$ cat config.mk
export PLATFORM = sky130hd
export DESIGN_NAME = const_rom_reader
export DESIGN_NICKNAME = d
export VERILOG_FILES = /design/src/rtl/const_rom_reader.sv
export SDC_FILE = /design/constraint.sdc
export NUM_CORES = 1
export LEC_CHECK = 0
export ABC_AREA = 1
export ABC_CLOCK_PERIOD_IN_PS = 1500
export CAP_MARGIN = 10
export CORE_ASPECT_RATIO = 0.9
export CORE_MARGIN = 4
export CORE_UTILIZATION = 30
export CTS_BUF_LIST = sky130_fd_sc_hd__clkbuf_4 sky130_fd_sc_hd__clkbuf_8 sky130_fd_sc_hd__clkbuf_16
export CTS_CLUSTER_SIZE = 40
export DETAILED_ROUTE_END_ITERATION = 10
export SYNTH_ARGS = -nofsm -noshare
export SYNTH_HDL_FRONTEND = slang
export SYNTH_SLANG_ARGS = --single-unit
$ cat constraint.sdc
create_clock -name clk -period 1.5 [get_ports clk]
set_input_delay 0.3 -clock clk [delete_from_list [all_inputs] [get_ports clk]]
set_output_delay 0.3 -clock clk [all_outputs]
set_load 0.03 [all_outputs]
$ cat src/rtl/const_rom_reader.sv
// const_rom_reader: read sequencer for the four 8K x 8 constant EEPROM lanes.
// It turns a one-cycle request for H[idx] or K[idx] into a timed CE_N/OE_N
// read cycle. It then concatenates the four byte lanes into one 32-bit word.
// Optional feature macro: CONST_ROM_BURST_EN adds multi-word bursts.
// The burst ports are len and last.
module const_rom_reader #(
  parameter int unsigned WAIT_CYCLES = 4,
  parameter int unsigned H_BASE      = 0,
  parameter int unsigned K_BASE      = 8
) (
  input  logic        clk,
  input  logic        rst_n,
  input  logic        req,
  input  logic        sel_k,
  input  logic [5:0]  idx,
`ifdef CONST_ROM_BURST_EN
  input  logic [5:0]  len,
  output logic        last,
`endif
  output logic        busy,
  output logic        done,
  output logic        err,
  output logic [31:0] data,
  output logic [12:0] a,
  output logic        ce_n,
  output logic        oe_n,
  output logic        we_n,
  input  logic [7:0]  io_1,
  input  logic [7:0]  io_2,
  input  logic [7:0]  io_3,
  input  logic [7:0]  io_4
);

  typedef enum logic [2:0] {
    IDLE    = 3'd0,
    ADDR    = 3'd1,
    ACCESS  = 3'd2,
    CAPTURE = 3'd3,
    FIN     = 3'd4
  } state_t;

  state_t      state, next_state;
  logic [7:0]  cnt;
  logic        range_err;
  logic [12:0] start_addr;
`ifdef CONST_ROM_BURST_EN
  logic [5:0]  rem;
  logic [6:0]  end_idx;
`endif

  // Request decode: this block computes the first EEPROM address.
  // It also flags indices that fall outside the selected table.
  always_comb begin
    start_addr = (sel_k ? 13'(K_BASE) : 13'(H_BASE)) + 13'(idx);
`ifdef CONST_ROM_BURST_EN
    end_idx   = {1'b0, idx} + {1'b0, len};
    range_err = sel_k ? (end_idx > 7'd63) : (end_idx > 7'd7);
`else
    range_err = !sel_k && (idx > 6'd7);
`endif
  end

  // State register: an async reset drops back to IDLE.
  // Because CE_N/OE_N decode from the state, a reset releases them at once.
  always_ff @(posedge clk or negedge rst_n) begin
    if (!rst_n) state <= IDLE;
    else        state <= next_state;
  end

  // Next-state logic and the strobes decoded from the state.
  always_comb begin
    next_state = state;
    busy       = 1'b0;
    ce_n       = 1'b1;
    oe_n       = 1'b1;
    we_n       = 1'b1;
    case (state)
      IDLE: begin
        if (req) next_state = range_err ? FIN : ADDR;
      end
      ADDR: begin
        busy       = 1'b1;
        next_state = ACCESS;
      end
      ACCESS: begin
        busy = 1'b1;
        ce_n = 1'b0;
        oe_n = 1'b0;
        if (cnt == 8'd0) next_state = CAPTURE;
      end
      CAPTURE: begin
        busy = 1'b1;
`ifdef CONST_ROM_BURST_EN
        next_state = (rem != 6'd0) ? ADDR : FIN;
`else
        next_state = FIN;
`endif
      end
      FIN: begin
        next_state = IDLE;
      end
      default: next_state = IDLE;
    endcase
  end

  // Datapath block. It latches the address, runs the access-time counter and
  // captures the word. It raises done/err for exactly one cycle per result.
  always_ff @(posedge clk or negedge rst_n) begin
    if (!rst_n) begin
      a    <= '0;
      cnt  <= '0;
      data <= '0;
      done <= 1'b0;
      err  <= 1'b0;
`ifdef CONST_ROM_BURST_EN
      rem  <= '0;
      last <= 1'b0;
`endif
    end else begin
      done <= 1'b0;
      err  <= 1'b0;
`ifdef CONST_ROM_BURST_EN
      last <= 1'b0;
`endif
      case (state)
        IDLE: begin
          if (req) begin
            if (range_err) begin
              done <= 1'b1;
              err  <= 1'b1;
`ifdef CONST_ROM_BURST_EN
              last <= 1'b1;
`endif
            end else begin
              a <= start_addr;
`ifdef CONST_ROM_BURST_EN
              rem <= len;
`endif
            end
          end
        end
        ADDR: begin
          cnt <= 8'(WAIT_CYCLES - 1);
        end
        ACCESS: begin
          if (cnt != 8'd0) cnt <= cnt - 8'd1;
        end
        CAPTURE: begin
          data <= {io_1, io_2, io_3, io_4};
          done <= 1'b1;
`ifdef CONST_ROM_BURST_EN
          last <= (rem == 6'd0);
          if (rem != 6'd0) begin
            rem <= rem - 6'd1;
            a   <= a + 13'd1;
          end
`endif
        end
        default: ;
      endcase
    end
  end

endmodule

After elaboration in Yosys (flattened, before gate mapping)
Index checks and enable logic that the tools add are counted.
- register bits after elaboration: 58
- input port bits: 42
- output and inout bits: 51
- word-level logic and storage cells: 39
- add/sub/neg operators: 2
- $lt $le $gt $ge: 1
- equality and inequality tests: 6
- mux-type cells: 13
- bitwise gates (word level): 1
- reduce and logical (&&, ||, !) cells: 10
- operators by type and width (operator ; number):
    $pmux 8 s2 ; 1
    $pmux 3 s4 ; 1
    $mux 3 ; 3
    $logic_not 8->1 ; 1
    $mux 8 ; 1
    $reduce_bool 8->1 ; 1
    $sub 8x1->8 const B ; 1
    $add 4x6->7 ; 1
    $eq 3x2->1 const B ; 2
    $gt 6x3->1 const B ; 1
    $ne 2x2->1 const B ; 3
    $mux 1 ; 5
    $mux 4 ; 1
    $reduce_and 2->1 ; 2
    $eq 3x1->1 const B ; 1
    $logic_not 3->1 ; 1
    $reduce_and 3->1 ; 1
    $reduce_or 3->1 ; 1
    $pmux 1 s2 ; 1
    $reduce_bool 2->1 ; 1
    $logic_and 1x1->1 ; 1
    $logic_not 1->1 ; 1
    $not 1->1 ; 1

Depth between registers and ports, before layout
- depth in word-level cells: 5
- mapped depth: 8
- mapped depth without buffers: 8

Least setup slack after synthesis
OpenSTA, ideal clock, no wires.
- path type: register -> output
- start point: register state[0]
- end point: output port busy
- arrival time: 1178 ps
- required time: 1200 ps
- slack: 22 ps
- cell stages (with the launch flop): 4
- buffers on the path: 0
- cell sequence: dfrtp_1 -> nor3_4 -> inv_4 -> nand3_1
- word-level cells in the longest chain between the ends: 3
- ends and longest elaborated chain (item ; RTL line ; RTL):
    start: declaration ; 42 ; state_t state, next_state;
    start signal: assignment ; 67 ; else state <= next_state;
    $eq 3x2->1 / $eq 3x1->1 (equally long branches) ; 77 ; case (state)
    $reduce_or 3->1 (no line) (*) ; n/a ;
    $mux 1 (*) ; 77 ;
    end: declaration ; 20 ; output logic busy,
Mark *: on every way between the ends. The rest lies on a longest branch, timed or not.

Worst setup path after layout
Same ends and word-level chain as after synthesis.

==> impl_results.md <==
- Worst reg2reg endpoint: cnt[1]
- Min Tclk post-route: approximately 1600 ps
- Register area share after synthesis: 53.5%
- CTS tree: built
- Seq cells post-synth: 52
- Syn avg cell area: roughly 12 sq um
- Htree depth: 2
- Initial core utilization: 31.6%
- Max VDD drop: 1030 uV
- Crit. Startpoint: state[0]
- RSZ-0062 raised after global routing: yes
- Vias per Instance: between 4 and 5
- Area growth syn-to-layout: 50.3%
- Setup TNS: -104 ps
- Skew final: around 5.7 ps
- Yosys top cell by area: dfrtp_1
- Critical R2R Launch: state[0]
- Total wire length: 5.59 mm
- Die width: 103 microns
- Worst Path Max Fanout: 3
- Max Slew Vio Count: 0
- Routability cong.: a little under 0.8
- Final setup fails: 2
- Largest cells by area after synthesis: dfrtp_1 54%, mux2_4 12%, nand2_1 6.0%
- Global-route wire length before repair: around 9 mm
- Vias in the first global route: roughly 1,900
- Top-level I/O count: 93
- Design area: approximately 3700 sq um
- Total placed instance area: about 3500 sq um
- DPL Wire Length: 4.12 mm
- CTS Root Cell: clkbuf_8
- Pin count of the biggest net entering global routing: 21
- Via count: ~1,800
- Mapped Area: 2430 sq um
- Antenna diodes: 0
- Pre-CTS setup slack: -173 ps
- Final WS setup: -99.6 ps
- Die ar.: just under 10,000 sq um
- Total CTS buffers: 5
- FFs w/ async S/R, synth: 100%
- Total grt overflow: 0
- Leak: roughly 1.8 nW
- Worst Path Required: ~1200 ps
- Final Hold Fails: 0
- Crit end category: output pin
- Fmax: 625 MHz
- Max Buffers Root-to-Sink: 2
- Share of cells above drive strength 1: 26.0%
- Synthesized netlist cell count: slightly above 200
- Crit path DAT: 1300 ps
- Reg area: roughly 1300 sq um
- Pre-antenna DRT Iters: 4
- Post-synth EDFFs: 0
- Total GRT Usage: a little under an eighth
- Multi-input gate area: roughly 1000 sq um
- Pwr dens: around 2200 nW/um^2
- Outcome: complete, but fails checks
- Synth unique cells: 31
- Critical path class: flip-flop to output pin
- Core area: 7690 sq um
- Share of the synthesized area in the top cell type: a little over half
- Failing checks: negative setup slack
- Crit start category: flip-flop
- Layout fillers: about 760
- Detail Route Antenna Nets: 0
- Die Y: 93.4 microns
- Number of max-cap violations: 0
- Main flop type after synthesis: dfrtp_1
- Worst Hold Class: primary input to async pin
- Net count, final: 360
- Initial antenna violation count: 0
- Clock Sinks: 52
- Tcrit/Tclk final: 107%
- Worst-path clk slew: ~100 ps
- YS warnings: 0
- Cell Rows: 30
- Worst Reg-to-Reg Cells: 8
- Number of port buffers: 85
- Wire length per cell: around 14 microns
- Drc violations: 0
- Clock Latency Late Sink: 300 ps
- R2R setup slack: 0 ps
- Initial DRC Count: 53
==> per-stage QoR <==
step | hold WS [ps] | util [%] | power [mW] | std cells
floorplan | 4.41 | - | 5.42 | 212
global placement | 272 | 45.2 | 7.22 | 396
detailed placement | 276 | 45.2 | 7.28 | 396
CTS | 470 | 47.1 | 8.21 | 408
global route | 497 | 47.5 | 8.75 | 411
finish | 464 | 47.5 | 8.17 | 411
==> cells in the final DEF (no fill, tap or decap), types with 2 or more instances in the layout <==
cell type	count
buf_6	2
nor2_2	2
buf_2	3
inv_2	4
nand2_1	38
mux2_1	6
xnor2_1	2
buf_4	14
o21ai_0	3
conb_1	7
xor2_1	2
clkbuf_8	5
nor2_1	12
dlygate4sd2_1	41
buf_12	4
nand3_1	8
nor2_4	3
dfrtp_1	52
bufinv_16	2
clkdlybuf4s50_1	40
inv_4	2
o21ai_2	4
inv_1	9
mux2_2	5
o21ai_1	5
mux2_4	21
nand3_4	3
ha_1	3
==> worst max-delay path by stage <==
stage	slack (ps)	end
floorplan	20	busy
global placement	-120	a[1]
detailed placement	-170	a[0]
CTS	-130	busy
global route	-200	busy
finish	-100	busy
==> Yosys cell counts, types with 3 or more instances <==
| cell | count |
|---|---|
| dfrtp_1 | 52 |
| nand2_1 | 39 |
| mux2_4 | 20 |
| nor2_1 | 12 |
| nand3_1 | 10 |
| inv_1 | 9 |
| buf_4 | 8 |
| mux2_1 | 7 |
| inv_2 | 5 |
| mux2_2 | 5 |
| o21ai_1 | 5 |
| ha_1 | 4 |
| o21ai_2 | 4 |
| buf_6 | 3 |
| o21ai_0 | 3 |
==> flip-flops by register name, indices dropped and copies added (netlist names) <==
signal / cells
done: 1
err: 1
cnt: 8
state: 3
a: 7
data: 32
==> cell type report <==
cell class / instances / share of cell area (%)
repair buffers: 105 / 27.2
well taps: 96 / 3.29
clock buffers: 5 / 1.88
flip-flops and latches: 52 / 35.6
clock inverters: 3 / 1.88
inverters: 15 / 1.68
multi-input cells: 135 / 28.5
==> worst max-delay path, cell delays in order (launching register included) <==
cell and delay, ps:
dfrtp_1 420, nor3_4 250, inv_4 50, buf_6 110
nand3_2 50, buf_6 130
==> cell families after synthesis <==
logic type,after synthesis,synth area share (%)
and+or+nand+nor,72,14.4
DFF,52,53.5
muxes,32,17.9
buffers and inverters,26,6.28
AOI/OAI and AO/OA,15,4.12
adders and majority gates,4,2.06
xor gates and xnor gates,4,1.44
other,2,0.309
==> per-layer routing <==
layer  vias up  track usage (%)  wire length, microns
met1       858             14.8                  2330
li1        875                -                     -
met5         -                0                     0
met2        58             19.4                  2720
met3         4             4.40                   509
met4         0             2.70                    27
==> power by group <==
part           total [mW]  internal (mW)  switching [mW]  leakage [nW]
Combinational        4.57           1.92            2.65          1.09
Clock                1.16          0.672           0.484        0.0687
Sequential           2.44           2.06           0.378         0.633
Total                8.17           4.66            3.51          1.79
==> repair_timing <==
item,4_1_cts,5_1_grt
setup endpoints to repair,44,17
resized for setup,52,10
cloned,0,1
endpoints found under the hold margin,15,0
buffers inserted,3,3
pin swaps,1,4
hold buffers,1,0
No activity file was read; power rests on OpenSTA's default activity.
